### config.mk
export PLATFORM = sky130hd
export DESIGN_NAME = dmem_arbiter
export DESIGN_NICKNAME = d
export VERILOG_FILES = /design/src/rtl/riscv_mem_pkg.sv /design/src/rtl/dmem_age_counter.sv /design/src/rtl/dmem_arbiter.sv
export SDC_FILE = /design/constraint.sdc
export NUM_CORES = 1
export LEC_CHECK = 0
export ABC_AREA = 0
export CAP_MARGIN = 20
export CORE_AREA = 2 2 110 112
export CTS_CLUSTER_SIZE = 30
export DETAILED_ROUTE_END_ITERATION = 10
export DIE_AREA = 0 0 112 114
export DONT_BUFFER_PORTS = 1
export SETUP_SLACK_MARGIN = 0.4
export SYNTH_ARGS = -nofsm -noshare
export SYNTH_HDL_FRONTEND = slang
export SYNTH_SLANG_ARGS = --single-unit
### constraint.sdc
create_clock -name clk -period 5.2 [get_ports clk]
set_input_delay 1.04 -clock clk [delete_from_list [all_inputs] [get_ports clk]]
set_output_delay 1.04 -clock clk [all_outputs]
set_load 0.01 [all_outputs]
### src/rtl/riscv_mem_pkg.sv
// Shared memory-system constants for the pipeline, the debug loader and the data RAM arbiter.
// Reserved MMIO addresses live here so upstream decode and the loader agree on them.
package riscv_mem_pkg;

  localparam int DMEM_ADDR_W = 10;
  localparam int NUM_PORTS   = 2;

  localparam int PORT_PIPE = 0;
  localparam int PORT_DBG  = 1;

  localparam logic [31:0] SWITCH_ADDR = 32'h10;
  localparam logic [31:0] LED_ADDR    = 32'h14;

  function automatic logic word_aligned(input logic [31:0] byte_addr);
    return (byte_addr[1:0] == 2'b00);
  endfunction

endpackage

### src/rtl/dmem_age_counter.sv
// Saturating count of consecutive cycles the low-priority port was refused;
// raises force_grant once the refusal streak reaches MAX_WAIT.
module dmem_age_counter #(
  parameter int MAX_WAIT = 4,
  parameter int CNT_W    = 4
) (
  input  logic clk,
  input  logic rst,
  input  logic req,
  input  logic gnt,
  output logic force_grant
);

  logic [CNT_W-1:0] cnt_reg;
  logic [CNT_W-1:0] cnt_next;

  always_comb begin
    cnt_next = cnt_reg;
    if (!req || gnt) begin
      cnt_next = '0;
    end else if (cnt_reg < CNT_W'(MAX_WAIT)) begin
      cnt_next = cnt_reg + CNT_W'(1);
    end
  end

  always_ff @(posedge clk) begin
    if (rst) begin
      cnt_reg <= '0;
    end else begin
      cnt_reg <= cnt_next;
    end
  end

  assign force_grant = (cnt_reg >= CNT_W'(MAX_WAIT));

endmodule

### src/rtl/dmem_arbiter.sv
// Two-port arbiter in front of the single-port data RAM: pipeline port wins by
// default, the debug/loader port is force-granted after MAX_WAIT refusals.
module dmem_arbiter
  import riscv_mem_pkg::*;
#(
  parameter int ADDR_W   = DMEM_ADDR_W,
  parameter int MAX_WAIT = 4
) (
  input  logic              clk,
  input  logic              rst,

  input  logic              m0_req,
  input  logic              m0_we,
  input  logic [31:0]       m0_addr,
  input  logic [31:0]       m0_wdata,
  output logic              m0_gnt,
  output logic              m0_rvalid,
  output logic [31:0]       m0_rdata,
  output logic              m0_err,

  input  logic              m1_req,
  input  logic              m1_we,
  input  logic [31:0]       m1_addr,
  input  logic [31:0]       m1_wdata,
  output logic              m1_gnt,
  output logic              m1_rvalid,
  output logic [31:0]       m1_rdata,
  output logic              m1_err,

  output logic              mem_en,
  output logic              mem_we,
  output logic [ADDR_W-1:0] mem_addr,
  output logic [31:0]       mem_wdata,
  input  logic [31:0]       mem_rdata
);

  logic [NUM_PORTS-1:0] req;
  logic [NUM_PORTS-1:0] we;
  logic [NUM_PORTS-1:0] gnt;
  logic [NUM_PORTS-1:0] aligned;
  logic [NUM_PORTS-1:0] rvalid;
  logic [NUM_PORTS-1:0] err_reg;
  logic [31:0]          addr           [NUM_PORTS];
  logic [31:0]          wdata          [NUM_PORTS];
  logic [31:0]          rdata          [NUM_PORTS];
  logic [31:0]          rdata_hold_reg [NUM_PORTS];

  logic force1;
  logic sel_port;
  logic any_gnt;
  logic rsp_valid_reg;
  logic rsp_port_reg;

  assign req   = {m1_req, m0_req};
  assign we    = {m1_we, m0_we};
  assign addr[PORT_PIPE]  = m0_addr;
  assign addr[PORT_DBG]   = m1_addr;
  assign wdata[PORT_PIPE] = m0_wdata;
  assign wdata[PORT_DBG]  = m1_wdata;

  dmem_age_counter #(
    .MAX_WAIT (MAX_WAIT),
    .CNT_W    (4)
  ) u_age (
    .clk         (clk),
    .rst         (rst),
    .req         (m1_req),
    .gnt         (gnt[PORT_DBG]),
    .force_grant (force1)
  );

  // Requests seen while rst is high are ignored, so grants are gated by reset.
  assign gnt[PORT_DBG]  = !rst && req[PORT_DBG] && (force1 || !req[PORT_PIPE]);
  assign gnt[PORT_PIPE] = !rst && req[PORT_PIPE] && !gnt[PORT_DBG];

  assign sel_port = gnt[PORT_DBG];
  assign any_gnt  = |gnt;

  assign mem_en    = any_gnt && aligned[sel_port];
  assign mem_we    = mem_en && we[sel_port];
  assign mem_addr  = any_gnt ? addr[sel_port][ADDR_W+1:2] : '0;
  assign mem_wdata = any_gnt ? wdata[sel_port] : '0;

  // Only reads produce a response; rst also drops one already in flight.
  always_ff @(posedge clk) begin
    if (rst) begin
      rsp_valid_reg <= 1'b0;
      rsp_port_reg  <= 1'b0;
    end else begin
      rsp_valid_reg <= mem_en && !mem_we;
      rsp_port_reg  <= sel_port;
    end
  end

  generate
    for (genvar gi = 0; gi < NUM_PORTS; gi++) begin : g_port
      assign aligned[gi] = word_aligned(addr[gi]);
      assign rvalid[gi]  = !rst && rsp_valid_reg && (rsp_port_reg == 1'(gi));
      assign rdata[gi]   = rst ? 32'h0 : (rvalid[gi] ? mem_rdata : rdata_hold_reg[gi]);

      always_ff @(posedge clk) begin
        if (rst) begin
          rdata_hold_reg[gi] <= 32'h0;
          err_reg[gi]        <= 1'b0;
        end else begin
          if (rvalid[gi]) begin
            rdata_hold_reg[gi] <= mem_rdata;
          end
          err_reg[gi] <= gnt[gi] && !aligned[gi];
        end
      end
    end
  endgenerate

  assign m0_gnt    = gnt[PORT_PIPE];
  assign m0_rvalid = rvalid[PORT_PIPE];
  assign m0_rdata  = rdata[PORT_PIPE];
  assign m0_err    = !rst && err_reg[PORT_PIPE];

  assign m1_gnt    = gnt[PORT_DBG];
  assign m1_rvalid = rvalid[PORT_DBG];
  assign m1_rdata  = rdata[PORT_DBG];
  assign m1_err    = !rst && err_reg[PORT_DBG];

  logic unused_addr_bits;
  assign unused_addr_bits = ^{m0_addr[31:ADDR_W+2], m1_addr[31:ADDR_W+2]};

endmodule

Word level (Yosys, flattened, before mapping)
Memories as Yosys holds them, arrays and structs flattened.
Index checks and enable logic that the tools add are counted.
- output and inout port bits: 114
- memories: 1
- register bits: 8
- RAM bits: 64
- multiplexer cells: 26
- bitwise gates (word level): 4
- add/sub/neg operators: 1
- magnitude comparators: 4
- reduce and logical (&&, ||, !) cells: 27
- memories (memory ; depth ; width ; read ports ; clocked after memory_dff ; write ports ; RTL line ; source):
    rdata_hold_reg ; 2 ; 32 ; 2 ; 0 ; 2 ; dmem_arbiter.sv:46 ; logic [31:0] rdata_hold_reg [NUM_PORTS];
- operator list (operator ; number):
    $mux 32 ; 10
    $mux 12 ; 3
    $logic_and 1x1->1 ; 14
    $mux 1 ; 12
    $mux 10 ; 1
    $logic_not 1->1 ; 7
    $add 4x1->4 const B ; 1
    $ge 4x3->1 const B ; 1
    $logic_not 2->1 ; 2
    $lt 4x3->1 const B ; 1
    $reduce_or 2->1 ; 2
    $ge 2x2->1 const B ; 1
    $logic_or 1x1->1 ; 2
    $lt 1x2->1 const B ; 1
    $not 1->2 ; 1
    $or 1x1->1 ; 2
    $not 1->1 ; 1

Depth between registers and ports, before layout
- word-level depth: 10
- mapped depth: 6
- gate-level depth less buffers: 3

Modules after synthesis
A second synthesis with hierarchy kept.
- cells, all modules: 402
- area, all modules: 4314.1 µm²
- modules (own cells, without submodules) (module ; cells each ; area an instance (µm²) ; sequential area each (µm²) ; times used):
    dmem_arbiter ; 384 ; 4149.0 ; 2001.9 ; 1
    dmem_age_counter ; 18 ; 165.2 ; 80.1 ; 1

Worst setup path before layout
Ideal clock, no wire load.
- path type: input to output
- start: input rst
- end: output mem_en
- buffers on the path: 1
- path slack: 2102 ps
- arrival: 2058 ps
- required time: 4160 ps
- stages: 4
- path through: buf_4 > nand2b_1 > nor2_1 > mux2i_1
- word-level cells in the longest chain between the ends: 7
- elaborated cells on any way between the ends: 10
- ends and longest elaborated chain (element ; RTL line ; source):
    start, declared ; dmem_arbiter.sv:10 ; input logic rst,
    $logic_not 1->1 * ; dmem_arbiter.sv:73 ; assign gnt[PORT_DBG] = !rst && req[PORT_DBG] && (force1 || !req[PORT_PIPE]);
    $logic_and 1x1->1 * (2 in series) ; dmem_arbiter.sv:73 ;
    net m1_gnt ; dmem_arbiter.sv:25 ; output logic m1_gnt,
    $logic_not 1->1 ; dmem_arbiter.sv:74 ; assign gnt[PORT_PIPE] = !rst && req[PORT_PIPE] && !gnt[PORT_DBG];
    $logic_and 1x1->1 ; dmem_arbiter.sv:74 ;
    $reduce_or 2->1 ; dmem_arbiter.sv:77 ; assign any_gnt = |gnt;
    $logic_and 1x1->1 * ; dmem_arbiter.sv:79 ; assign mem_en = any_gnt && aligned[sel_port];
    end, declared ; dmem_arbiter.sv:30 ; output logic mem_en,
The timed path passes the listed nets; every way through them passes the cells marked *. The select of a mux whose other input is x is not followed.

Worst setup path after layout
- start: input rst
- end: output m1_rdata[16]
- word-level cells in the longest chain between the ends: 5
- ends and longest elaborated chain (element ; RTL line ; source):
    $logic_not 1->1 ; dmem_arbiter.sv:98 ; assign rvalid[gi] = !rst && rsp_valid_reg && (rsp_port_reg == 1'(gi));
    $logic_and 1x1->1 (2 in series) ; dmem_arbiter.sv:98 ;
    $mux 32 ; dmem_arbiter.sv:99 ; assign rdata[gi] = rst ? 32'h0 : (rvalid[gi] ? mem_rdata : rdata_hold_reg[gi]);
    $mux 32 * ; dmem_arbiter.sv:99 ;
    end, declared ; dmem_arbiter.sv:27 ; output logic [31:0] m1_rdata,
Mark *: on every way between the ends. The rest lies on a longest branch, timed or not.

==> reports/results.txt <==
Yosys warnings - 0
Post-cts resize count - 0
Required time at the endpoint of the critical path - 4.16 ns
Number of antenna violations at the first check in global routing - 2
Fin cells - 535
Starting density of the core - 35.3%
Layout Nets - 548
Number of buffers created by CTS - 9
Type of element launching the critical path - input pin
Root Buffer - clkbuf_16
Row cnt - 40
Die ar. - 0.0128 mm2
TritonRoute pass-1 iters - 4
Netlist area before placement - 0.00414 mm2
Critical Setup Path Class - input pin to primary output
Post-DRT Antenna Nets - 0
Category of the worst setup path capture point - primary output
F_max - 0.289 GHz
Slew at the pin closest to its max-slew limit - 0.752 ns
Worst path slowest cell - nor2_4
Class of the tightest hold or removal check - flop to flop
Fraction of final layout cells sized beyond drive strength 1 - 15.0%
Global route total overflow - 0
Detailed router's first-iteration violation count - 195
Chip width - 112 um
Setup Viol. Count Final - 0
Final setup TNS - 0 ns
Core footprint - 0.0117 mm2
Clock tree from TritonCTS - yes
Final Max Slew Viols - 0
Most common library cell in the layout ignoring fill and taps - nand3_1
Arrival time at the worst endpoint - 2.42 ns
Count of input and output buffers - 0
Number of hold violations in the final report - 0
Flip-flop count of the largest register after layout - 64
Area overhead of the layout relative to synthesis - 8.65%
Mapped Cells - 400
Worst relative slew slack - 49.7%
Number of global-route vias before repair - 2941
Via density per instance - 5.67
Detailed Place HPWL - 8440 um
Worst-skew pair later-pin latency - 0.33 ns
Vias post-DR - 3035
Cell Count Post-Placement - 516
Largest voltage drop on the vdd net - 0.185 mV
Number of max-capacitance violations reported - 0
Average footprint of a synthesized cell - 10.3 um2
Flop and latch count out of synthesis - 72
Global Route Usage Sum - 16.8%
Clock tree buffer depth - 2
Delay of the slowest cell on the worst path - 0.63 ns
Ordered cell list for the critical path - and3b_1, buf_4, nor2_4, a21o_1
Maximum fanout along the worst path - 53
Number of remaining DRC errors - 0
Commonest cells after routing, fill and taps aside - 86 x nand3_1, 64 x a21o_1, 64 x edfxtp_1
Clk sinks - 72
Die Height - 114 um
Clock-pin transition on the worst setup and hold timing paths - 0.05 ns
Final Cycle Share - 66.5%
Netlist cell types - 31
Total power density per cell area - 322 mW/mm2
Routability congestion estimate from global placement - 0.903
Sequential share of the synthesized area - 50.3%
Number of primary I/O pins - 280
Number of filler cells placed in the layout - 1156
Global-route wire length before repair - 16600 um
Static leakage power - 2.06 nW
Synthesized net count - 567
RSZ-0062 raised after global routing - false
Run status - completed
Number of hold buffers added after CTS - 0
Number of setup buffers added after CTS - 0
Wire length after detailed routing - 11400 um
Min Tclk post-route - 3.46 ns
Routed len/inst - 21.2 um
Final worst clock skew - 0.00735 ns
Pin count of the biggest net entering global routing - 54
H-tree levels - 3
worst paths after layout:
check / startpoint / end / slack, ns / cells after the start
max: rst / m1_rdata[16] / 1.74 / 4
min: u_age.cnt_reg[0] / u_age.cnt_reg[0] / 0.44 / 1
max reg2reg: rsp_port_reg / rdata_hold_reg[1][29] / 2.81 / 5
min reg2reg: u_age.cnt_reg[0] / u_age.cnt_reg[0] / 0.44 / 1
cell usage after synthesis:
master,count,area [um2]
nor2_4,1,11.3
o31ai_1,1,7.51
nor2b_1,2,12.5
mux2i_1,2,20.0
nor3_2,1,10.0
ha_1,1,12.5
and2_1,37,231
nor3b_1,1,7.51
o21ai_1,1,5.00
nor3b_4,1,18.8
inv_1,2,7.51
conb_1,1,3.75
o21ba_2,1,10.0
a21o_1,64,480
nor2_1,7,26.3
nand2_1,3,11.3
nand2b_1,1,6.26
edfxtp_1,64,1920
buf_4,6,45.0
and2_4,29,254
nor3_1,3,15.0
and3b_1,1,8.76
nand4b_2,1,15.0
clkbuf_1,11,41.3
nand3_1,86,430
a21oi_1,42,210
buf_1,4,15.0
buf_6,7,78.8
or3b_1,1,8.76
dfxtp_1,8,160
buf_2,10,50.1
power breakdown:
group	internal, W	switching [W]
Combinational	0.0000456	0.0000949
Clock	0.000417	0.000228
Sequential	0.000654	0.00000769
Total	0.00112	0.000331
logic make-up after synthesis:
logic type | after synthesis | synth area share, %
AND/OR/NAND/NOR | 175 | 25.8
flip-flops | 72 | 50.3
adder cells (fa/ha/maj) | 1 | 0.302
multiplexers | 2 | 0.484
buffers and inverters | 40 | 5.75
AO/OA/AOI/OAI | 109 | 17.2
other | 1 | 0.0907
stage by stage:
step                      instance area [um2]  power (W)  hold slack (ns)  setup WS, ns  util [%]
final                                    4490    0.00145            0.442          1.74      38.4
after global routing                     4490    0.00149            0.466          1.64      38.4
after CTS                                4460    0.00146            0.450          1.45      38.1
after detailed placement                 4150   0.000813            0.437          1.46      35.4
after global placement                   4150   0.000810            0.432          1.51      35.4
after floorplan                          4140   0.000801            0.417          2.10         -
cell type report:
class | instances | area (um2) | share of cell area, %
flip-flops and latches | 72 | 2080 | 46.3
multi-input cells | 288 | 1820 | 40.6
clock buffers | 10 | 229 | 5.09
well taps | 147 | 184 | 4.09
clock inverters | 6 | 83.8 | 1.87
repair buffers | 8 | 80.1 | 1.78
inverters | 2 | 7.51 | 0.167
diodes | 2 | 5.00 | 0.111
layer usage:
metal | up-vias | part of all wire (%) | track usage [%]
met5 | - | 0 | 0
met4 | 0 | 4.5 | 9.76
met3 | 26 | 8.4 | 4.25
met2 | 179 | 51 | 29.6
met1 | 1417 | 36 | 18.5
li1 | 1413 | - | -
critical path: cells and delay by family:
kind | cells | cell delay (ns)
and+or+nand+nor | 2 | 0.79
AOI/OAI and AO/OA | 1 | 0.31
buffers and inverters | 1 | 0.25
Power figures use the tool's default switching activity.
